==> config.mk <==
export PLATFORM = sky130hd
export DESIGN_NAME = frame_switch_mux
export DESIGN_NICKNAME = d
export VERILOG_FILES = /design/src/rtl/frame_switch_mux.sv
export SDC_FILE = /design/constraint.sdc
export NUM_CORES = 1
export LEC_CHECK = 0
export ABC_CLOCK_PERIOD_IN_PS = 10200
export BUFFER_PORTS_ARGS = -buffer_cell sky130_fd_sc_hd__buf_2
export CAP_MARGIN = 20
export CORE_AREA = 2 2 135 137
export CTS_CLUSTER_SIZE = 16
export DETAILED_ROUTE_END_ITERATION = 7
export DIE_AREA = 0 0 137 139
export PLACE_DENSITY = 0.75
export SYNTH_ARGS = -nofsm -noshare
export SYNTH_HDL_FRONTEND = slang
export SYNTH_SLANG_ARGS = --single-unit
==> constraint.sdc <==
create_clock -name clk -period 10.2 [get_ports clk]
set_input_delay 2.04 -clock clk [delete_from_list [all_inputs] [get_ports clk]]
set_output_delay 2.04 -clock clk [all_outputs]
set_load 0.01 [all_outputs]
==> src/rtl/frame_switch_mux.sv <==
// Output-port frame switch: arbiter request/grant, frame lock, 2-entry skid.
// Define FRAME_SWITCH_MUX_TIMEOUT_EN to force-release stalled locks.
module frame_switch_mux #(
  parameter int NUM_REQ     = 4,
  parameter int DATA_W      = 64,
  parameter int TIMEOUT_CYC = 255
) (
  input  logic                      clk,
  input  logic                      rst_n,
  input  logic [NUM_REQ-1:0]        in_valid,
  input  logic [NUM_REQ-1:0]        in_last,
  input  logic [NUM_REQ*DATA_W-1:0] in_data,
  output logic [NUM_REQ-1:0]        in_ready,
  output logic [NUM_REQ-1:0]        arb_req,
  input  logic [NUM_REQ-1:0]        arb_grant,
  output logic                      out_valid,
  output logic                      out_last,
  output logic [DATA_W-1:0]         out_data,
  input  logic                      out_ready,
  output logic                      lock_active,
  output logic                      err_timeout
);

  localparam int SEL_W = (NUM_REQ > 1) ? $clog2(NUM_REQ) : 1;

  if (NUM_REQ < 2) begin : g_bad_num_req
    $error("NUM_REQ must be at least 2");
  end
  if (TIMEOUT_CYC < 1) begin : g_bad_timeout
    $error("TIMEOUT_CYC must be at least 1");
  end

  typedef enum logic {IDLE, LOCKED} state_t;

  state_t             state;
  logic [SEL_W-1:0]   sel;
  logic [DATA_W:0]    fifo_q [2];
  logic               wr_ptr;
  logic               rd_ptr;
  logic [1:0]         count;

  logic               space;
  logic               push;
  logic               pop;
  logic               grant_onehot;
  logic [SEL_W-1:0]   grant_idx;
  logic [SEL_W-1:0]   src;
  logic               src_valid;
  logic               src_last;
  logic [DATA_W-1:0]  src_data;
  logic               timeout_hit;

  assign space = (count != 2'd2);
  assign pop = (count != 2'd0) & out_ready;
  assign grant_onehot = (arb_grant != '0) &&
                        ((arb_grant & (arb_grant - NUM_REQ'(1))) == '0);

  assign out_valid = (count != 2'd0);
  assign {out_last, out_data} = fifo_q[rd_ptr];
  assign lock_active = (state == LOCKED);

  always_comb begin
    grant_idx = '0;
    for (int i = 0; i < NUM_REQ; i++) begin
      if (arb_grant[i]) grant_idx = SEL_W'(i);
    end
  end

  // The beat source is the granted channel in IDLE, the locked one otherwise.
  always_comb begin
    src = (state == IDLE) ? grant_idx : sel;
    src_valid = 1'b0;
    src_last = 1'b0;
    src_data = '0;
    for (int i = 0; i < NUM_REQ; i++) begin
      if (SEL_W'(i) == src) begin
        src_valid = in_valid[i];
        src_last = in_last[i];
        src_data = in_data[i*DATA_W +: DATA_W];
      end
    end
  end

  always_comb begin
    arb_req = '0;
    in_ready = '0;
    push = 1'b0;
    if (state == IDLE) begin
      if (space) arb_req = in_valid;
      if (space && grant_onehot && src_valid) begin
        in_ready = arb_grant;
        push = 1'b1;
      end
    end else begin
      in_ready[sel] = space;
      push = space & src_valid;
    end
  end

`ifdef FRAME_SWITCH_MUX_TIMEOUT_EN
  localparam int CNT_W = ($clog2(TIMEOUT_CYC + 1) > 8) ?
                         $clog2(TIMEOUT_CYC + 1) : 8;

  logic [CNT_W-1:0] idle_cnt;
  logic             err_q;

  assign timeout_hit = (state == LOCKED) && !src_valid &&
                       (idle_cnt == CNT_W'(TIMEOUT_CYC - 1));
  assign err_timeout = err_q;

  always_ff @(posedge clk) begin
    if (!rst_n) begin
      idle_cnt <= '0;
      err_q <= 1'b0;
    end else begin
      err_q <= timeout_hit;
      if (state != LOCKED || push || timeout_hit) idle_cnt <= '0;
      else if (!src_valid) idle_cnt <= idle_cnt + CNT_W'(1);
    end
  end
`else
  assign timeout_hit = 1'b0;
  assign err_timeout = 1'b0;
`endif

  always_ff @(posedge clk) begin
    if (!rst_n) begin
      state <= IDLE;
      sel <= '0;
      wr_ptr <= 1'b0;
      rd_ptr <= 1'b0;
      count <= 2'd0;
      fifo_q[0] <= '0;
      fifo_q[1] <= '0;
    end else begin
      if (push) begin
        fifo_q[wr_ptr] <= {src_last, src_data};
        wr_ptr <= ~wr_ptr;
      end
      if (pop) rd_ptr <= ~rd_ptr;
      unique case ({push, pop})
        2'b10:   count <= count + 2'd1;
        2'b01:   count <= count - 2'd1;
        default: count <= count;
      endcase
      unique case (state)
        IDLE: begin
          if (push) begin
            sel <= src;
            if (!src_last) state <= LOCKED;
          end
        end
        LOCKED: begin
          if ((push && src_last) || timeout_hit) state <= IDLE;
        end
      endcase
    end
  end

endmodule

==> qor.txt <==
Status: completed
TritonCTS clock tree: done
CP dominant cell by count: buf_2
CP max-delay cell: buf_4
Req. time, crit path: 8160 ps
Number of global-route vias before repair: 6,231
Leak Pwr: 0.004966 uW
Fillers: 1,471
H-tree depth: 4
HPWL Detailed: 13,610 um
Dominant synthesized flop cell: edfxtp_1
CTS Buf Count: 17
Initial antenna violation count: 0
Sequential share of power: 39.7%
Syn_nets: 917
Mapped Cells: 645
Clk buf depth: 2
Switching pwr: 538.3 uW
Worst-path cell chain: buf_2 -> nor2b_1 -> o21a_4 -> buf_4 -> mux2i_4 -> nand3_1 -> o32ai_1 -> buf_2
Clock slew at the register clock pins of the worst setup and hold paths: 60 ps
Layout cell share with drive strength beyond 1: 52.43%
CP startpoint: arb_grant[1]
Hold path start: sel[0]
Yosys warns: 0
Routability congestion estimate: 0.7789
Iter 0 DRT Violations: 283
Area Overhead vs Synth: 30.39%
FFs w/ async S/R, synth: 0%
Antenna cells: 0
Power share of the clock group: 29.8%
Fin nets: 1,245
Clock skew: 7.352 ps
Post-DR wirelength/cell: 15.93 um
Core box area: 0.01766 mm^2
Wire length on met2: 10,050 um
Minimum clock period: 6621 ps
Setup crit end kind: output pin
Met3 WL: 1077 um
Post-CTS setup buffers: 0
Most common cell in the synthesized netlist: nor2_1
Pins Over Slew Limit: 0
Largest fanout on the critical path: 60
Via count: 6,108
CP startpoint kind: input pin
Most frequent cells after synthesis: nor2_1 (137), mux2i_1 (133), edfxtp_1 (130), mux2_2 (130), buf_2 (21)
Post-synth top area share: 48.64%
Top sig layer: met4
First-pass GRT wire length: 30,080 um
Fmax: 151.0 MHz
WP data arrival: 4580 ps
Rows: 49
Worst VDD drop: 0.1134 mV
CP max stage delay: 790 ps
Area contributors post-synth: edfxtp_1 (49%), mux2_2 (18%), mux2i_1 (17%), nor2_1 (6.4%), dfxtp_1 (2.0%)
Antenna-violating nets left: 0
Die Span Y: 139 um
Area leader, netlist: edfxtp_1
DIE AREA: 0.01904 mm^2
Hold WC Path Type: flop to flop
WS Path Type: input pin to output pin
GRT Total Usage: 20.28%
Post-Place Cells: 1,181
Setup TNS: 0 ps
IO buf count: 345
RSZ-0062 raised after global routing: no
Post-CTS Hold Buffers: 0
Int Pwr: 1303 uW
Drt first pass iters: 4
DRC viols: 0
Slew @ Worst Pin: 1015 ps
Sequential cell area fraction in the yosys report: 50.64%
Grt ovf: 0
Comb power frac: 30.6%
EDFF count, synth: 130
Post-CTS sizing: 0
Slew headroom: 32.33%
#FFs+latches synth: 138
Final Hold Vio Count: 0
Netlist cell types: 40
Vias per cell: 5.027
Largest net degree at the start of global routing: 67
Finished Layout Cells: 1,215
CTS sink count: 138
Syn avg cell area: 12.44 um^2
Clk Latency, worst-skew pair: 410 ps
Net Sw Frac: 29.23%
Final wirelength: 19,360 um
I/O pins: 347
Mapped Area: 0.008025 mm^2
Clk root buf: clkbuf_16
Metal-1 WL: 7795 um
Power per cell area: 176.0 mW/mm^2
Max Cap Viol: 0
Die span in x: 137 um
Final period util: 64.91%
Initial core utilization: 45.45%
Setup violators final: 0
sequential cells by signal, indices dropped and copies added (netlist names), named ones only:
register,cells
count,2
wr_ptr,1
rd_ptr,1
fifo_q,130
sel,2
metal layers:
metal	track usage, %	vias to the layer above
met5	0	-
met4	7.759	0
met3	4.276	28
met2	36.92	207
met1	22.88	2858
li1	-	3015
cells by family (layout without fill, tap and decap cells):
| kind of cell | Yosys count | count (layout) | synth area share [%] |
|---|---|---|---|
| buffers and inverters | 52 | 393 | 3.274 |
| other | 1 | 1 | 0.04673 |
| XOR/XNOR | 4 | 4 | 0.4366 |
| AO/OA/AOI/OAI | 18 | 18 | 1.746 |
| flip-flops | 138 | 138 | 50.64 |
| multiplexers | 264 | 264 | 35.11 |
| adder cells (fa/ha/maj) | 1 | 1 | 0.1559 |
| AND/OR/NAND/NOR | 167 | 167 | 8.591 |
power groups by stage:
stage	clock network, uW	logic, uW	registers (uW)
after floorplan	0	403	712
after global placement	0	555	741
after detailed placement	0	561	744
after CTS	554	564	733
after global routing	579	612	740
final	548	563	731
per-stage QoR:
| step | cell area [um^2] | hold slack (ps) | power, uW | util, % | worst slack, ps |
|---|---|---|---|---|---|
| 2_1_floorplan | 8025 | 442.7 | 1116 | - | 2026 |
| 4_1_cts | 10420 | 475.5 | 1851 | 58.99 | 3552 |
| 3_3_place_gp | 9896 | 457.5 | 1296 | 56.04 | 3644 |
| 5_1_grt | 10460 | 515.7 | 1932 | 59.26 | 3311 |
| 3_5_place_dp | 9896 | 460.8 | 1305 | 56.04 | 3558 |
| 6_report | 10460 | 478.9 | 1842 | 59.26 | 3579 |
cell usage in the layout (no fill, tap or decap), types with 3 or more instances in the layout:
| master | Yosys | layout |
|---|---|---|
| clkbuf_16 | 0 | 17 |
| buf_4 | 10 | 7 |
| mux2i_1 | 133 | 133 |
| edfxtp_1 | 130 | 130 |
| o32ai_1 | 4 | 4 |
| clkinv_2 | 0 | 4 |
| nand2b_1 | 3 | 3 |
| inv_1 | 7 | 7 |
| nand2_1 | 7 | 7 |
| and2_1 | 5 | 5 |
| dfxtp_1 | 8 | 7 |
| clkbuf_1 | 12 | 4 |
| buf_2 | 21 | 345 |
| nor2_1 | 137 | 136 |
| mux2_2 | 130 | 130 |
| nor3_1 | 3 | 3 |
| clkinv_1 | 0 | 4 |
path summary, 6_finish.rpt:
check	to	slack (ps)	depth (start not counted)
worst max register to register	fifo_q[0][11]	6030	8
worst min register to register	sel[0]	480	2
worst min-delay path	sel[0]	480	2
worst max-delay path	in_ready[1]	3580	8
area by class of cell:
class / count / area [um^2] / share of cell area, %
Multi-Input combinational cell: 455 / 3736 / 35.70
Clock inverter: 11 / 80.08 / 0.7653
Timing Repair Buffer: 354 / 1827 / 17.46
Sequential cell: 138 / 4068 / 38.87
Inverter: 7 / 26.28 / 0.2511
Clock buffer: 21 / 440.4 / 4.209
Tap cell: 229 / 286.5 / 2.738
worst max-delay path, delay by kind of cell:
family | cells | cell delay (ps)
AND/OR/NAND/NOR | 2 | 400
AO/OA/AOI/OAI | 2 | 600
multiplexers | 1 | 430
buffers and inverters | 3 | 1090
No activity file was read; power rests on OpenSTA's default activity.
